--- src/rtl/data_reg_mux.sv ---
// Selects one of NUM_SRC valid/ready sources into a single holding register,
// by fixed index or round-robin, and tags each captured word with its source.
module data_reg_mux #(
  parameter int  WIDTH   = 128,
  parameter int  NUM_SRC = 2,
  localparam int SRC_W   = $clog2(NUM_SRC)
) (
  input  logic                     clk,
  input  logic                     rst,
  input  logic                     mode_rr,
  input  logic [SRC_W-1:0]         sel,
  input  logic [NUM_SRC*WIDTH-1:0] src_data,
  input  logic [NUM_SRC-1:0]       src_valid,
  output logic [NUM_SRC-1:0]       src_ready,
  output logic [WIDTH-1:0]         data_reg_out,
  output logic                     out_valid,
  input  logic                     out_ready,
  output logic [SRC_W-1:0]         out_src,
  output logic [15:0]              load_count
);

  logic [WIDTH-1:0] data_q, data_d;
  logic [SRC_W-1:0] src_q;
  logic [SRC_W-1:0] last_grant_q;
  logic             valid_q;
  logic [15:0]      count_q, count_d;

  logic             can_accept;
  logic             gnt_vld;
  logic [SRC_W-1:0] gnt_idx;
  logic [SRC_W-1:0] rr_idx;
  logic             load;

  assign can_accept = !valid_q || out_ready;

  // Fixed mode: an out-of-range sel simply matches no source.
  // Round-robin: scan starting one past the last granted source.
  always_comb begin
    gnt_vld = 1'b0;
    gnt_idx = '0;
    rr_idx  = '0;
    if (!mode_rr) begin
      for (int i = 0; i < NUM_SRC; i++) begin
        if (sel == SRC_W'(i) && src_valid[i]) begin
          gnt_vld = 1'b1;
          gnt_idx = SRC_W'(i);
        end
      end
    end else begin
      for (int k = 1; k <= NUM_SRC; k++) begin
        rr_idx = SRC_W'((int'(last_grant_q) + k) % NUM_SRC);
        if (!gnt_vld && src_valid[rr_idx]) begin
          gnt_vld = 1'b1;
          gnt_idx = rr_idx;
        end
      end
    end
  end

  assign load = gnt_vld && can_accept && !rst;

  always_comb begin
    src_ready = '0;
    for (int i = 0; i < NUM_SRC; i++) begin
      src_ready[i] = load && (gnt_idx == SRC_W'(i));
    end
  end

  always_comb begin
    data_d = '0;
    for (int i = 0; i < NUM_SRC; i++) begin
      if (gnt_idx == SRC_W'(i)) data_d = src_data[i*WIDTH +: WIDTH];
    end
  end

  assign count_d = (count_q == 16'hFFFF) ? count_q : count_q + 16'd1;

  always_ff @(posedge clk) begin
    if (rst) begin
      data_q       <= '0;
      src_q        <= '0;
      valid_q      <= 1'b0;
      count_q      <= '0;
      last_grant_q <= SRC_W'(NUM_SRC - 1);
    end else if (load) begin
      data_q       <= data_d;
      src_q        <= gnt_idx;
      valid_q      <= 1'b1;
      count_q      <= count_d;
      last_grant_q <= gnt_idx;
    end else if (out_ready) begin
      valid_q <= 1'b0;
    end
  end

  assign data_reg_out = data_q;
  assign out_valid    = valid_q;
  assign out_src      = src_q;
  assign load_count   = count_q;

endmodule

--- config.mk ---
export PLATFORM = sky130hd
export DESIGN_NAME = data_reg_mux
export DESIGN_NICKNAME = d
export VERILOG_FILES = /design/src/rtl/data_reg_mux.sv
export SDC_FILE = /design/constraint.sdc
export NUM_CORES = 1
export LEC_CHECK = 0
export BUFFER_PORTS_ARGS = -buffer_cell sky130_fd_sc_hd__buf_2
export CAP_MARGIN = 20
export CORE_AREA = 5 5 157 159
export CTS_CLUSTER_SIZE = 16
export DETAILED_ROUTE_END_ITERATION = 10
export DIE_AREA = 0 0 162 164
export GPL_TIMING_DRIVEN = 0
export PLACE_DENSITY = 0.65
export SLEW_MARGIN = 25
export SYNTH_ARGS = -nofsm -noshare
export SYNTH_HDL_FRONTEND = slang
export SYNTH_SLANG_ARGS = --single-unit
--- constraint.sdc ---
create_clock -name clk -period 4.2 [get_ports clk]
set_input_delay 1.26 -clock clk [delete_from_list [all_inputs] [get_ports clk]]
set_output_delay 1.26 -clock clk [all_outputs]
set_load 0.02 [all_outputs]
==> impl_metrics.ini, run 1 <==
[cts]
cts-buffers-inserted = 17
htree_num_levels = 4
cts_hold_buf = 0
cts_resized = 0
clockBufferDepth = 2
worstSkewPairLatency_ps = 420
clk_pin_slew_ps = 60
cts_tree = built
clockRootBuffer = clkbuf_16
cts_setup_buffers = 0
cts_sinks = 147

[setup_path]
critPathTopFamily = buffers and inverters
crit_path_frequent_cell = buf_2
crit_chain = buf_2, nand3_1, o211ai_1, buf_2, buf_2, nor2_1, buf_2
critPathBufInv = 4
cp_slowest_cell = buf_2
max_stage_delay_ps = 360
critPathCaptureType = output port
path_max_fanout = 10
path_class = input port to output port
required_ps = 2940
crit_arrival_ps = 2650
worstSetupStartpointType = input port

[global_route]
grt_max_degree = 17
grt_pass1_wl_um = 36700
overflow = 0
first_global_vias = 6794
antenna_found_initial = 1
grt_use_total_pct = 17.5

[synthesis]
yosysSeqAreaShare_pct = 46.3
syn_area_per_cell_um2 = 9.28
synth_mux_area_share_pct = 20.8
synth_top_family_by_area = compound AO/OA/AOI/OAI gates
synth_cell_types = 36
synthAdderAreaFrac_pct = 0.197
yosys_warnings = 0
syn_nets = 949
synth-simple-area-share_pct = 5.08
syn-cell-area_mm2 = 0.00636
ys_ff_latch = 147
synth_xor_area_share_pct = 1.24
synth_compound_area_share_pct = 22.1
synthCells = 685

[final_layout]
fin_area_mm2 = 0.00939
nets = 1376
drive_gt1_share_pct = 41.5
diodes = 0
n_fill_cell = 2345
area_delta_synth_final_pct = 47.6

[placement]
post_dp_cell_area_mm2 = 0.00876
port_buffers = 408
place.gp.congestion = 0.855
dp_hpwl_um = 19200

[sta]
finalHoldViolCount = 0
rsz0062_at_grt = false
timing.final.crit_share_pct = 93.1
tns_ps = 0
finalCriticalPeriod_ps = 3910
timing.fmax_mhz = 256
finalMaxSlewViolations = 0
slew_headroom_pct = 38.3
skew_ps = 8.03
finalSetupViolCount = 0
tightest_slew_ps = 925

[die]
die_area_mm2 = 0.0266
coreArea_mm2 = 0.0231
die_h_um = 164
initial_utilization_pct = 27.5
io_pins = 411
die_x_um = 162
rows = 56

[pwr]
peakVddDrop_mv = 0.236
leakage_nw = 4.92
p_per_area_mw_per_mm2 = 438

[routing]
drc_errors = 0
met2_length_um = 12100
dr.pass1.iters = 4
vias = 6734
drt_iter0_markers = 246
routed_via_density = 4.76
drt-total-wl_um = 24300
dr.max_layer_used = met5
wl_per_cell_um = 17.2
dr_wl_met3_um = 1750
drtAntennaViolNets = 0
wl_met1_um = 10100

[run]
drv_cap = 0

[worst_hold_path]
min-delay-path-class = flip-flop to flip-flop

[run_status]
status = finished, final reports clean
metrics by stage:
| stage | instances | setup WS (ps) | total power [mW] | utilization, % | hold slack [ps] |
|---|---|---|---|---|---|
| final | 1414 | 290 | 4.11 | 40.6 | 473 |
| after global routing | 1414 | 153 | 4.33 | 40.6 | 499 |
| after CTS | 1414 | 266 | 4.17 | 40.6 | 474 |
| after detailed placement | 1383 | 256 | 2.53 | 37.9 | 457 |
| after global placement | 1383 | 281 | 2.52 | 37.9 | 453 |
| after floorplan | 685 | 574 | 2.14 | - | 437 |
cell usage in the layout, fill, tap and decap left out, drive strengths merged, types with 3 or more instances in the layout:
cell type	count
nor2	15
nand2	14
xnor2	9
dfxtp	147
inv	3
o211a	3
mux2i	130
o211ai	3
nor4	5
clkinv	6
buf	437
a21oi	133
o21ai	128
nand3	7
nor3	5
nand4	5
clkbuf	52
bufinv	4
and4	3
synth_stat cells:
cell type	instances	share of area, %
clkbuf_1	33	1.9
inv_2	1	0.059
o2111ai_2	1	0.24
xnor2_1	9	1.2
mux2i_1	130	20
nand2b_1	2	0.20
dfxtp_1	147	46
o31ai_1	1	0.12
or2_2	1	0.098
ha_1	1	0.20
nor4_4	1	0.33
and4b_1	1	0.16
nand4_1	5	0.49
and3_1	1	0.098
buf_2	19	1.5
inv_1	1	0.059
o211a_2	1	0.16
nor4_1	3	0.30
nand2_1	14	0.83
nand3_1	7	0.55
and4_4	1	0.18
o21ai_1	128	10
mux2_1	1	0.18
buf_1	9	0.53
a31o_1	2	0.28
a21o_1	1	0.12
o211ai_1	3	0.35
nor2_1	15	0.89
o211a_1	2	0.31
and4_1	2	0.28
nor3_1	5	0.39
nor2b_1	1	0.098
mux2_2	1	0.18
nor4_2	1	0.20
buf_6	1	0.18
a21oi_1	133	10
logic make-up (layout without fill, tap and decap cells):
logic type | after synthesis | after routing
AOI/OAI and AO/OA | 272 | 272
xor gates and xnor gates | 9 | 9
adders and majority gates | 1 | 1
buffers and inverters | 64 | 503
DFF | 147 | 147
muxes | 132 | 132
and+or+nand+nor | 60 | 60
tightest hold or removal path: cells and delay by family, from the launching register on:
kind	cells	cell delay (ps)
flops	1	320
compound gates	1	50
simple gates	1	60
sequential cells by signal, indices dropped and copies added (netlist names):
signal        count
out_src           1
data_reg_out    128
out_valid         1
last_grant_q      1
load_count       16
power breakdown:
part	internal, mW	leakage (nW)	switching (mW)
sequential	1.53	1.22	0.0737
combinational	0.343	3.40	0.553
clock	1.01	0.303	0.601
total	2.88	4.92	1.23
path summary, 6_finish.rpt:
check | from | endpoint | slack [ps] | cells past startpoint
setup / recovery | mode_rr | src_ready[1] | 290 | 7
hold / removal | out_src$_SDFFE_PP0P_ | out_src$_SDFFE_PP0P_ | 470 | 2
setup reg to reg | last_grant_q$_SDFFE_PP1P_ | data_reg_out[10]$_SDFFE_PP0P_ | 1730 | 6
hold reg to reg | out_src$_SDFFE_PP0P_ | out_src$_SDFFE_PP0P_ | 470 | 2
routing by layer:
metal / vias up / global-route usage [%]
met5: - / 0
met4: 2 / 4.38
met3: 24 / 5.09
met2: 265 / 30.3
met1: 3098 / 21.5
li1: 3345 / -
cell type report:
| cell class | instances | area, um^2 | area share (%) |
|---|---|---|---|
| plain buffers | 62 | 264 | 2.81 |
| clock buffers | 19 | 443 | 4.72 |
| clock inverters | 12 | 181 | 1.93 |
| inverters | 2 | 7.51 | 0.0800 |
| multi-input cells | 474 | 3140 | 33.5 |
| flip-flops and latches | 147 | 2940 | 31.3 |
| well taps | 290 | 363 | 3.87 |
| repair buffers | 408 | 2040 | 21.8 |
Power figures use the tool's default switching activity.
==> inputs of run 2 (changes only) <==
Settings changed: CELL_PAD_IN_SITES_DETAIL_PLACEMENT from default to 0, CELL_PAD_IN_SITES_GLOBAL_PLACEMENT from default to 2, CORE_AREA 5 5 157 159 to default, CORE_ASPECT_RATIO from default to 0.75, CORE_MARGIN from default to 5, CORE_UTILIZATION from default to 24, DIE_AREA 0 0 162 164 to default, PLACE_DENSITY 0.65 to 0.93.
==> impl_metrics.ini, run 2 (synthesized netlist as in run 1, its figures left out) <==
[sta]
tns_ps = 0
rsz0062_at_grt = false
tightest_slew_ps = 916
finalCriticalPeriod_ps = 4060
skew_ps = 7.40
timing.fmax_mhz = 246
finalHoldViolCount = 0
slew_headroom_pct = 39.0
timing.final.crit_share_pct = 96.7
finalMaxSlewViolations = 0
finalSetupViolCount = 0

[routing]
dr.pass1.iters = 4
drt_iter0_markers = 163
vias = 6727
routed_via_density = 4.58
wl_per_cell_um = 18.5
drc_errors = 0
drtAntennaViolNets = 0
drt-total-wl_um = 27200

[global_route]
grt_use_total_pct = 17.1
antenna_found_initial = 2
first_global_vias = 6873
overflow = 0
grt_max_degree = 17
grt_pass1_wl_um = 39200

[pwr]
p_seq_share_pct = 39.8
leakage_nw = 4.90
p_int_mw = 2.78
power.clock.fraction_pct = 37.6
peakVddDrop_mv = 0.270
p_per_area_mw_per_mm2 = 428
swShare_pct = 31.0
p_sw_mw = 1.25
comb_power_share_pct = 22.6
power_mw = 4.02

[final_layout]
drive_gt1_share_pct = 41.3
n_fill_cell = 2744
diodes = 0
largest_register_ffs = 128
final_cell_mix = 427 x buf_2, 147 x dfxtp_1, 133 x a21oi_1, 130 x mux2i_1, 128 x o21ai_1
layout_commonest_cell = buf_2
area_delta_synth_final_pct = 47.9
nets = 1376

[worst_hold_path]
min-delay-path-class = flip-flop to flip-flop
hold_start = out_src$_SDFFE_PP0P_
hold_path_end = out_src$_SDFFE_PP0P_
hold_path_depth = 2

[setup_path]
crit_arrival_ps = 2800
rrSetupSlack_ps = 1910
required_ps = 2940
worstSetupStartpointType = input port
crit_path_frequent_cell = buf_2
path_max_fanout = 10
worst-r2r-cell-count = 6
path_class = input port to output port
critPathCaptureType = output port
cp_slowest_cell = buf_2
r2r_start = last_grant_q$_SDFFE_PP1P_
rr_endpoint = data_reg_out[18]$_SDFFE_PP0P_
crit_chain = buf_2, nand3_1, o211ai_1, buf_2, buf_2, nor2_1, buf_2
max_stage_delay_ps = 440

[die]
die_area_mm2 = 0.0299
rows = 51
io_pins = 411
die_h_um = 151
initial_utilization_pct = 24.4
die_x_um = 198
coreArea_mm2 = 0.0260

[cts]
cts_setup_buffers = 0
htree_num_levels = 4
clockRootBuffer = clkbuf_16
clockBufferDepth = 2
clk_pin_slew_ps = 60
cts_hold_buf = 0
cts_sinks = 147
cts_resized = 0
cts-buffers-inserted = 17
worstSkewPairLatency_ps = 410
cts_tree = built

[placement]
dp_hpwl_um = 21400
place.gp.congestion = 0.794
port_buffers = 408

[run]
drv_cap = 0

[run_status]
status = finished, final reports clean
## run 2: power groups by stage
stage               logic [mW]  registers (mW)  clock network [mW]
global route             0.994            1.61                1.61
floorplan                0.349            1.79                   0
global placement         0.920            1.62                   0
CTS                      0.925            1.60                1.55
detailed placement       0.923            1.63                   0
finish                   0.909            1.60                1.51
## run 2: worst max-delay path, delay by kind of cell
family,cells,cell delay [ps]
buf+inv,4,1170
simple gates,2,210
compound gates,1,150
## run 2: layer usage
layer | vias up | part of all wire [%] | GRT usage [%] | wire (um)
li1 | 3347 | - | - | -
met1 | 3096 | 43 | 21.1 | 11600
met2 | 264 | 47 | 28.8 | 12800
met3 | 20 | 9.0 | 6.18 | 2450
met4 | 0 | 1.1 | 4.06 | 297
met5 | - | 0 | 0 | 0
## run 2: stage by stage
stage | hold WS, ps | instance area, um^2 | worst slack, ps | utilization, % | cells
global placement | 443 | 8830 | 106 | 33.9 | 1437
detailed placement | 463 | 8830 | 117 | 33.9 | 1437
global route | 489 | 9400 | 44.8 | 36.1 | 1468
CTS | 471 | 9400 | 114 | 36.1 | 1468
finish | 469 | 9400 | 139 | 36.1 | 1468
floorplan | 437 | 6360 | 574 | - | 685
## run 2: cell type report
type                    instances  area [um^2]  area share [%]
clock buffers                  22          464            4.94
repair buffers                408         2040            21.7
plain buffers                  62          264            2.81
well taps                     344          430            4.58
flip-flops and latches        147         2940            31.3
inverters                       2         7.51          0.0799
multi-input cells             474         3140            33.4
clock inverters                 9          106            1.13
## run 2: worst max-delay path by stage
stage	startpoint	to	slack, ps
after global routing	mode_rr	src_ready[1]	40
after detailed placement	mode_rr	src_ready[1]	120
after floorplan	mode_rr	src_ready[1]	570
after global placement	mode_rr	src_ready[1]	110
after CTS	mode_rr	src_ready[1]	110
final	mode_rr	src_ready[1]	140
